===== config.mk =====
export PLATFORM = sky130hd
export DESIGN_NAME = alu_ctrl_sequencer
export DESIGN_NICKNAME = d
export VERILOG_FILES = /design/src/rtl/alu_ctrl_sequencer.sv
export SDC_FILE = /design/constraint.sdc
export NUM_CORES = 1
export LEC_CHECK = 0
export ABC_CLOCK_PERIOD_IN_PS = 2100
export BUFFER_PORTS_ARGS = -buffer_cell sky130_fd_sc_hd__buf_2
export CORE_UTILIZATION = 25
export CTS_CLUSTER_SIZE = 12
export DETAILED_ROUTE_END_ITERATION = 7
export PLACE_DENSITY_LB_ADDON = 0.12
export SLEW_MARGIN = 20
export SYNTH_ARGS = -nofsm -noshare
export SYNTH_HDL_FRONTEND = slang
export SYNTH_SLANG_ARGS = --single-unit
export TNS_END_PERCENT = 5

===== constraint.sdc =====
create_clock -name clk -period 2.1 [get_ports clk]
set_clock_uncertainty 0.15 [all_clocks]
set_input_delay 0.42 -clock clk [delete_from_list [all_inputs] [get_ports clk]]
set_output_delay 0.42 -clock clk [all_outputs]
set_load 0.005 [all_outputs]

===== src/rtl/alu_ctrl_sequencer.sv =====
// rtl/alu_ctrl_sequencer.sv - RV32IM EX-stage ALU control decode and MUL/DIV sequencing FSM
module alu_ctrl_sequencer #(
    parameter int ENABLE_M = 1,
    parameter int MUL_LAT  = 3,
    parameter int DIV_LAT  = 33,
    parameter int CNT_W    = 6
) (
    input  logic        clk,
    input  logic        reset_n,
    input  logic        valid_i,
    input  logic        flush_i,
    input  logic [1:0]  ALUOp,
    input  logic [31:0] instruction,
    output logic [3:0]  Control_out,
    output logic        illegal_o,
    output logic        mdu_start,
    output logic [2:0]  mdu_op,
    output logic        mdu_abort,
    output logic        mdu_wb,
    output logic        stall_o
);

    localparam logic [3:0] C_AND  = 4'b0000;
    localparam logic [3:0] C_OR   = 4'b0001;
    localparam logic [3:0] C_ADD  = 4'b0010;
    localparam logic [3:0] C_XOR  = 4'b0011;
    localparam logic [3:0] C_SLL  = 4'b0100;
    localparam logic [3:0] C_SRL  = 4'b0101;
    localparam logic [3:0] C_SUB  = 4'b0110;
    localparam logic [3:0] C_SRA  = 4'b0111;
    localparam logic [3:0] C_SLT  = 4'b1000;
    localparam logic [3:0] C_SLTU = 4'b1001;

    // cnt is preloaded with LAT-2 so that DONE lands exactly LAT cycles after the launch
    localparam int MUL_CNT_I = (MUL_LAT > 1) ? MUL_LAT - 2 : 0;
    localparam int DIV_CNT_I = (DIV_LAT > 1) ? DIV_LAT - 2 : 0;
    localparam logic [CNT_W-1:0] MUL_CNT = MUL_CNT_I[CNT_W-1:0];
    localparam logic [CNT_W-1:0] DIV_CNT = DIV_CNT_I[CNT_W-1:0];

    typedef enum logic [1:0] {IDLE, BUSY, DONE} state_t;

    state_t           state, state_nx;
    logic [CNT_W-1:0] cnt, cnt_nx;
    logic [2:0]       op_q, op_nx;
    logic [3:0]       dec_ctrl;
    logic             dec_ill, m_enc, m_op;
    logic             start, abort, wb, stall;
    logic [2:0]       f3;
    logic             b30, b25;
    logic             unused_bits;

    assign f3  = instruction[14:12];
    assign b30 = instruction[30];
    assign b25 = instruction[25];
    assign unused_bits = ^{instruction[31], instruction[29:26], instruction[24:15], instruction[11:0]};

    always_comb begin
        dec_ctrl = C_ADD;
        dec_ill  = 1'b0;
        m_enc    = 1'b0;
        case (ALUOp)
            2'b00: dec_ctrl = C_ADD;
            2'b01: dec_ctrl = C_SUB;
            2'b10: begin
                if (b25) begin
                    if (ENABLE_M != 0 && !b30) m_enc = 1'b1;
                    else                       dec_ill = 1'b1;
                end else begin
                    case ({b30, f3})
                        4'b0000: dec_ctrl = C_ADD;
                        4'b1000: dec_ctrl = C_SUB;
                        4'b0001: dec_ctrl = C_SLL;
                        4'b0010: dec_ctrl = C_SLT;
                        4'b0011: dec_ctrl = C_SLTU;
                        4'b0100: dec_ctrl = C_XOR;
                        4'b0101: dec_ctrl = C_SRL;
                        4'b1101: dec_ctrl = C_SRA;
                        4'b0110: dec_ctrl = C_OR;
                        4'b0111: dec_ctrl = C_AND;
                        default: dec_ill  = 1'b1;
                    endcase
                end
            end
            default: begin
                // I-type: bit 30 is immediate data except for the shift-right selector
                case (f3)
                    3'b000: dec_ctrl = C_ADD;
                    3'b001: if (b30) dec_ill = 1'b1; else dec_ctrl = C_SLL;
                    3'b010: dec_ctrl = C_SLT;
                    3'b011: dec_ctrl = C_SLTU;
                    3'b100: dec_ctrl = C_XOR;
                    3'b101: dec_ctrl = b30 ? C_SRA : C_SRL;
                    3'b110: dec_ctrl = C_OR;
                    default: dec_ctrl = C_AND;
                endcase
            end
        endcase
    end

    assign m_op = valid_i & m_enc;

    always_comb begin
        state_nx = state;
        cnt_nx   = cnt;
        op_nx    = op_q;
        start    = 1'b0;
        abort    = 1'b0;
        wb       = 1'b0;
        stall    = 1'b0;
        case (state)
            IDLE: begin
                if (m_op && !flush_i) begin
                    start = 1'b1;
                    stall = 1'b1;
                    op_nx = f3;
                    if (f3[2] ? (DIV_LAT == 1) : (MUL_LAT == 1)) begin
                        state_nx = DONE;
                    end else begin
                        cnt_nx   = f3[2] ? DIV_CNT : MUL_CNT;
                        state_nx = BUSY;
                    end
                end
            end
            BUSY: begin
                if (flush_i) begin
                    abort    = 1'b1;
                    cnt_nx   = '0;
                    state_nx = IDLE;
                end else begin
                    stall = 1'b1;
                    if (cnt == '0) state_nx = DONE;
                    else           cnt_nx   = cnt - CNT_W'(1);
                end
            end
            DONE: begin
                // no relaunch here: the M op still on the inputs is the one retiring now
                wb       = !flush_i;
                state_nx = IDLE;
            end
            default: state_nx = IDLE;
        endcase
    end

    always_ff @(posedge clk or negedge reset_n) begin
        if (!reset_n) begin
            state <= IDLE;
            cnt   <= '0;
            op_q  <= 3'b000;
        end else begin
            state <= state_nx;
            cnt   <= cnt_nx;
            op_q  <= op_nx;
        end
    end

    // Combinational outputs are forced quiet while reset is asserted
    assign Control_out = reset_n ? dec_ctrl : C_ADD;
    assign illegal_o   = reset_n & valid_i & dec_ill;
    assign mdu_start   = reset_n & start;
    assign mdu_abort   = reset_n & abort;
    assign mdu_wb      = reset_n & wb;
    assign stall_o     = reset_n & stall;
    assign mdu_op      = mdu_start ? f3 : op_q;

endmodule


Yosys cells after proc, flatten, opt, wreduce, memory -nomap -nowiden:

Cells that the tools add are included.

* flip-flop bits (word level): 11
* bits in latches: 0
* bits in writable memories: 0
* ROM bits: 0
* input bits: 38
* output and inout bits: 12
* word-level logic and storage cells: 78
* memories kept: 0

* $add $sub $neg: 1
* $mul: 0
* div/mod/pow operators: 0
* order comparisons: 0
* equal/unequal tests: 22
* shift operators: 0
* multiplexer cells: 32
* bitwise logic cells: 7
* reductions and logical operators: 13

Operator list (number)
* 4-bit one-hot mux with 9 select lines: 1
* 4-bit one-hot mux with 7 select lines: 1
* 6-bit two-way mux: 3
* 4-bit by 3-bit equality test with 1-bit output, second input constant: 4
* 1-bit two-way mux: 13
* 4-bit one-hot mux with 3 select lines: 1
* 6-bit one-hot mux with 2 select lines: 1
* 10-bit OR reduction: 1
* 3-bit equality test, second input constant: 3
* 4-bit by 2-bit equality test with 1-bit output, second input constant: 2
* 4-bit equality test, second input constant: 2
* 2-bit two-way mux: 4
* 4-bit two-way mux: 2
* 1-bit bitwise AND: 7
* 3-bit by 2-bit equality test with 1-bit output, second input constant: 2
* 6-bit logical NOT: 1
* 3-bit two-way mux: 2
* 3-bit inequality test, second input constant: 2
* 6-bit by 1-bit subtractor with 6-bit output, second input constant: 1
* 5-bit two-way mux: 1
* 2-bit by 1-bit equality test with 1-bit output, second input constant: 2
* 2-bit equality test, second input constant: 2
* 4-bit by 1-bit equality test with 1-bit output, second input constant: 1
* 2-bit logical NOT: 2
* 12 further kinds: 14

Depth between registers and ports, before layout:

* depth after elaboration: 9
* mapped depth: 5
* depth with buffers taken out: 5

Least setup slack after synthesis:

OpenSTA, ideal clock, no wires.

* path type: input -> output
* start point: in instruction[30]
* end point: out mdu_op[0]
* arrival: 1.609 ns
* required time: 1.530 ns
* setup slack: -0.079 ns
* cell stages on the path: 5
* path buffers: 1
* path through: buf_2 -> nor4b_4 -> nand4_4 -> or2_4 -> mux2_4

* cells in the longest elaborated chain, start to end: 9

RTL lines
* from (decl): line 13 `input logic [31:0] instruction,`
* 1-bit two-way mux: line 66 `if (ENABLE_M != 0 && !b30) m_enc = 1'b1;`
* 1-bit two-way mux: line 65 `if (b25) begin`
* 1-bit two-way mux: line 61 `case (ALUOp)`
* 1-bit bitwise AND: line 100 `assign m_op = valid_i & m_enc;`
* 1-bit logical AND: line 112 `if (m_op && !flush_i) begin`
* 1-bit two-way mux: line 112
* 1-bit two-way mux: line 110 `case (state)`
* 1-bit bitwise AND: line 159 `assign mdu_start = reset_n & start;`
* 3-bit two-way mux: line 163 `assign mdu_op = mdu_start ? f3 : op_q;`
* to (decl): line 17 `output logic [2:0] mdu_op,`

Every way passes these cells.

Final worst setup path:

* start point: in ALUOp[0]
* end point: out mdu_op[0]

* cells in the longest elaborated chain, start to end: 8

RTL lines
* from (decl): line 12 `input logic [1:0] ALUOp,`
* 2-bit equality test: line 61
* 1-bit two-way mux: line 61
* 1-bit bitwise AND: line 100
* 1-bit logical AND: line 112
* 1-bit two-way mux: line 112
* 1-bit two-way mux: line 110
* 1-bit bitwise AND: line 159
* 3-bit two-way mux: line 163

Every way passes these cells.

==> qor.yml <==
status: "complete, but fails checks"
violations: "setup timing"
syn2layout_area_growth_pct: 35.99
multi_input_area_sq_um: 604.3
cts.clk_slew.worst_paths_ns: 0.05
leakage_nw: 0.6158
synthTopCellsByArea: "dfrtp_1 30%, mux2_2 6.1%, mux2_4 4.9%"
slowest_delay_ns: 0.33
slew_headroom_pct: 61.49
wirelength_um: 2603
swShare_pct: 31.45
endpoint: "mdu_op[0]"
die_h_um: 62.82
yosysUniqueCellTypes: 42
ys_warn_count: 0
seq_area_sq_um: 275.3
finalSetupViolations: 3
hold_ws_ns: 0.3567
p_clk_share_pct: 28.3
synth_most_common_cell: "dfrtp_1"
drive_above_1_share_pct: 39.71
die_x_um: 62.82
drt-pass1-iter-count: 4
crit_start: "ALUOp[0]"
syn_nets: 142
grt_setup_unrepaired: "true"
grt_usage_pct: 14.40
post-route-util_pct: 36.53
core_sq_um: 3442
clk_latency_ns: 0.24
internal_power_w: 0.0005412
pwr_density_cell_nw_per_um2: 627.8
cts.path.max_buffers: 2
cts_tree: "built"
synth_cells: 102
worstSetupPathType: "input pin to output port"
final.setup.tns_ns: -0.4299
cap_violations: 0
critPathCaptureType: "output port"
synthFlopType: "dfrtp_1"
path_cells: "buf_8, nor4b_4, nand4_4, or2_4, mux2_4, buf_6"
crit_slowest_cell: "nor4b_4"
hold_viol_final: 0
num_io_pins: 50
finalPower_w: 0.0007895
rows: 21
grt_pass1_wl_um: 4485
p_seq_share_pct: 37.8
fin_ws_ns: -0.1445
overflow: 0
syn-cell-area_sq_um: 924.6
r2r_end: "cnt[4]$_DFFE_PN0P_"
ant_nets: 0
antennaDiodeCount: 0
max_freq_mhz: 445.5
final.period_utilization_pct: 106.9
drc: 0
ys_ff_latch: 11
rrSetupSlack_ns: 0.41
nFillCells: 373
gp_congestion: 0.7870
cts_max_level: 1
grt_max_degree: 12
rr_worst_depth: 6
crit_path_max_fanout: 4
startpoint_type: "input pin"
grt_pass1_vias: 952
period_minus_slack_ns: 2.245
start_util_pct: 26.86
switchingPower_w: 0.0002483
cp.arrival_ns: 1.67
drv_slew: 0
drt_iter0_drc: 33
synth_top_area_share_pct: 29.77
reg2reg_from: "state[0]$_DFFE_PN0P_"
io_buffers: 22
hold_path.class: "flip-flop to flip-flop"
synth_edf_count: 0
hpwlAfterDp_um: 1950
vias_per_cell: 5.104
synth_common_cells: "11 x dfrtp_1, 8 x nor2_1, 6 x inv_1, 6 x o21ai_0"
cts_buffers: 3
yosysTopAreaCell: "dfrtp_1"
async_reset_ff_share_pct: 100.0
yosysSeqAreaShare_pct: 29.77
syn_avg_cell_area_sq_um: 9.065
combPwrFrac_pct: 33.9
antenna_found_initial: 0
cp.required_ns: 1.53
final_nets: 177
wl_per_cell_um: 14.30
worst_pin_slew_ns: 0.5758
clock_sinks: 11
clockRootBuffer: "clkbuf_8"
max-vdd-ir-drop_uv: 307.7
vias: 929
dieArea_sq_um: 3946
-- through the flow --
stage	cell area, sq um	worst slack [ns]	std cells
finish	1257	-0.1445	182
global route	1257	-0.2005	182
CTS	1231	-0.1942	181
detailed placement	1157	-0.2078	176
global placement	1157	-0.2068	176
floorplan	924.6	-0.07858	102
-- area by class of cell --
type	instances	share of cell area [%]
flip-flops and latches	11	21.89
well taps	46	4.577
multi-input cells	79	48.06
repair buffers	36	20.10
clock buffers	4	3.582
inverters	6	1.791
-- layer usage --
metal	share of wire, %	global-route usage [%]	vias to the layer above
met5	0	0	-
met4	0.73	5.233	0
met3	4.1	2.372	2
met2	51	26.77	27
met1	45	16.24	455
li1	-	-	445
-- cells by family (layout without fill, tap and decap cells) --
kind of cell    count (synthesis)  count (layout)  share of synthesized area [%]
simple gates                   38              38                          27.06
compound gates                 28              28                          21.25
buf+inv                        12              46                          5.141
flops                          11              11                          29.77
mux                            10              10                          13.13
fa+ha+maj                       2               2                          2.706
xor+xnor                        1               1                         0.9474
-- worst min-delay path by stage --
stage / startpoint / end / slack, ns / depth (start not counted)
after floorplan: reset_n / cnt[0]$_DFFE_PN0P_ / -0.03 / 0
after global placement: reset_n / cnt[0]$_DFFE_PN0P_ / 0.24 / 2
after detailed placement: reset_n / cnt[0]$_DFFE_PN0P_ / 0.23 / 2
after CTS: op_q[1]$_DFFE_PN0P_ / op_q[1]$_DFFE_PN0P_ / 0.36 / 1
after global routing: op_q[1]$_DFFE_PN0P_ / op_q[1]$_DFFE_PN0P_ / 0.38 / 1
final: op_q[1]$_DFFE_PN0P_ / op_q[1]$_DFFE_PN0P_ / 0.36 / 1
-- flip-flops by register name, indices dropped and copies added (netlist names) --
signal,count
state,2
cnt,6
op_q,3
-- timing repair --
action                     4_1_cts  5_1_grt
pin swaps                        3        4
cloned                           0        0
hold endpoints to repair        11        0
setup endpoints to repair        3        5
resized for setup                5        4
hold buffers                     1        0
setup buffers                    0        1
-- power groups by stage --
stage               Combinational [W]  Clock (W)  Sequential (W)
floorplan                    0.000160          0        0.000292
global placement             0.000242          0        0.000299
detailed placement           0.000246          0        0.000303
CTS                          0.000257   0.000233        0.000299
global route                 0.000300   0.000241        0.000305
finish                       0.000268   0.000223        0.000298
-- worst max-delay path: cells and delay by family --
family                 cells  cell delay (ns)
buffers and inverters      2             0.21
multiplexers               1             0.31
AND/OR/NAND/NOR            3             0.73
-- cell usage in the layout (no fill, tap or decap), types with 2 or more instances in the layout --
cell / n
nor2_1: 7
o211a_1: 2
clkbuf_8: 3
nand3_1: 4
inv_1: 6
a21o_1: 2
buf_4: 13
mux2_2: 5
mux2_4: 3
buf_2: 17
nand2_1: 4
o21ai_0: 6
a21oi_1: 3
dfrtp_1: 11
nor2b_1: 5
nand4_1: 2
o2bb2ai_1: 3
mux2i_1: 2
a31oi_1: 3
nand2b_1: 2
ha_1: 2
nor3_1: 2
buf_6: 4
(Power assumes the default switching activity.)
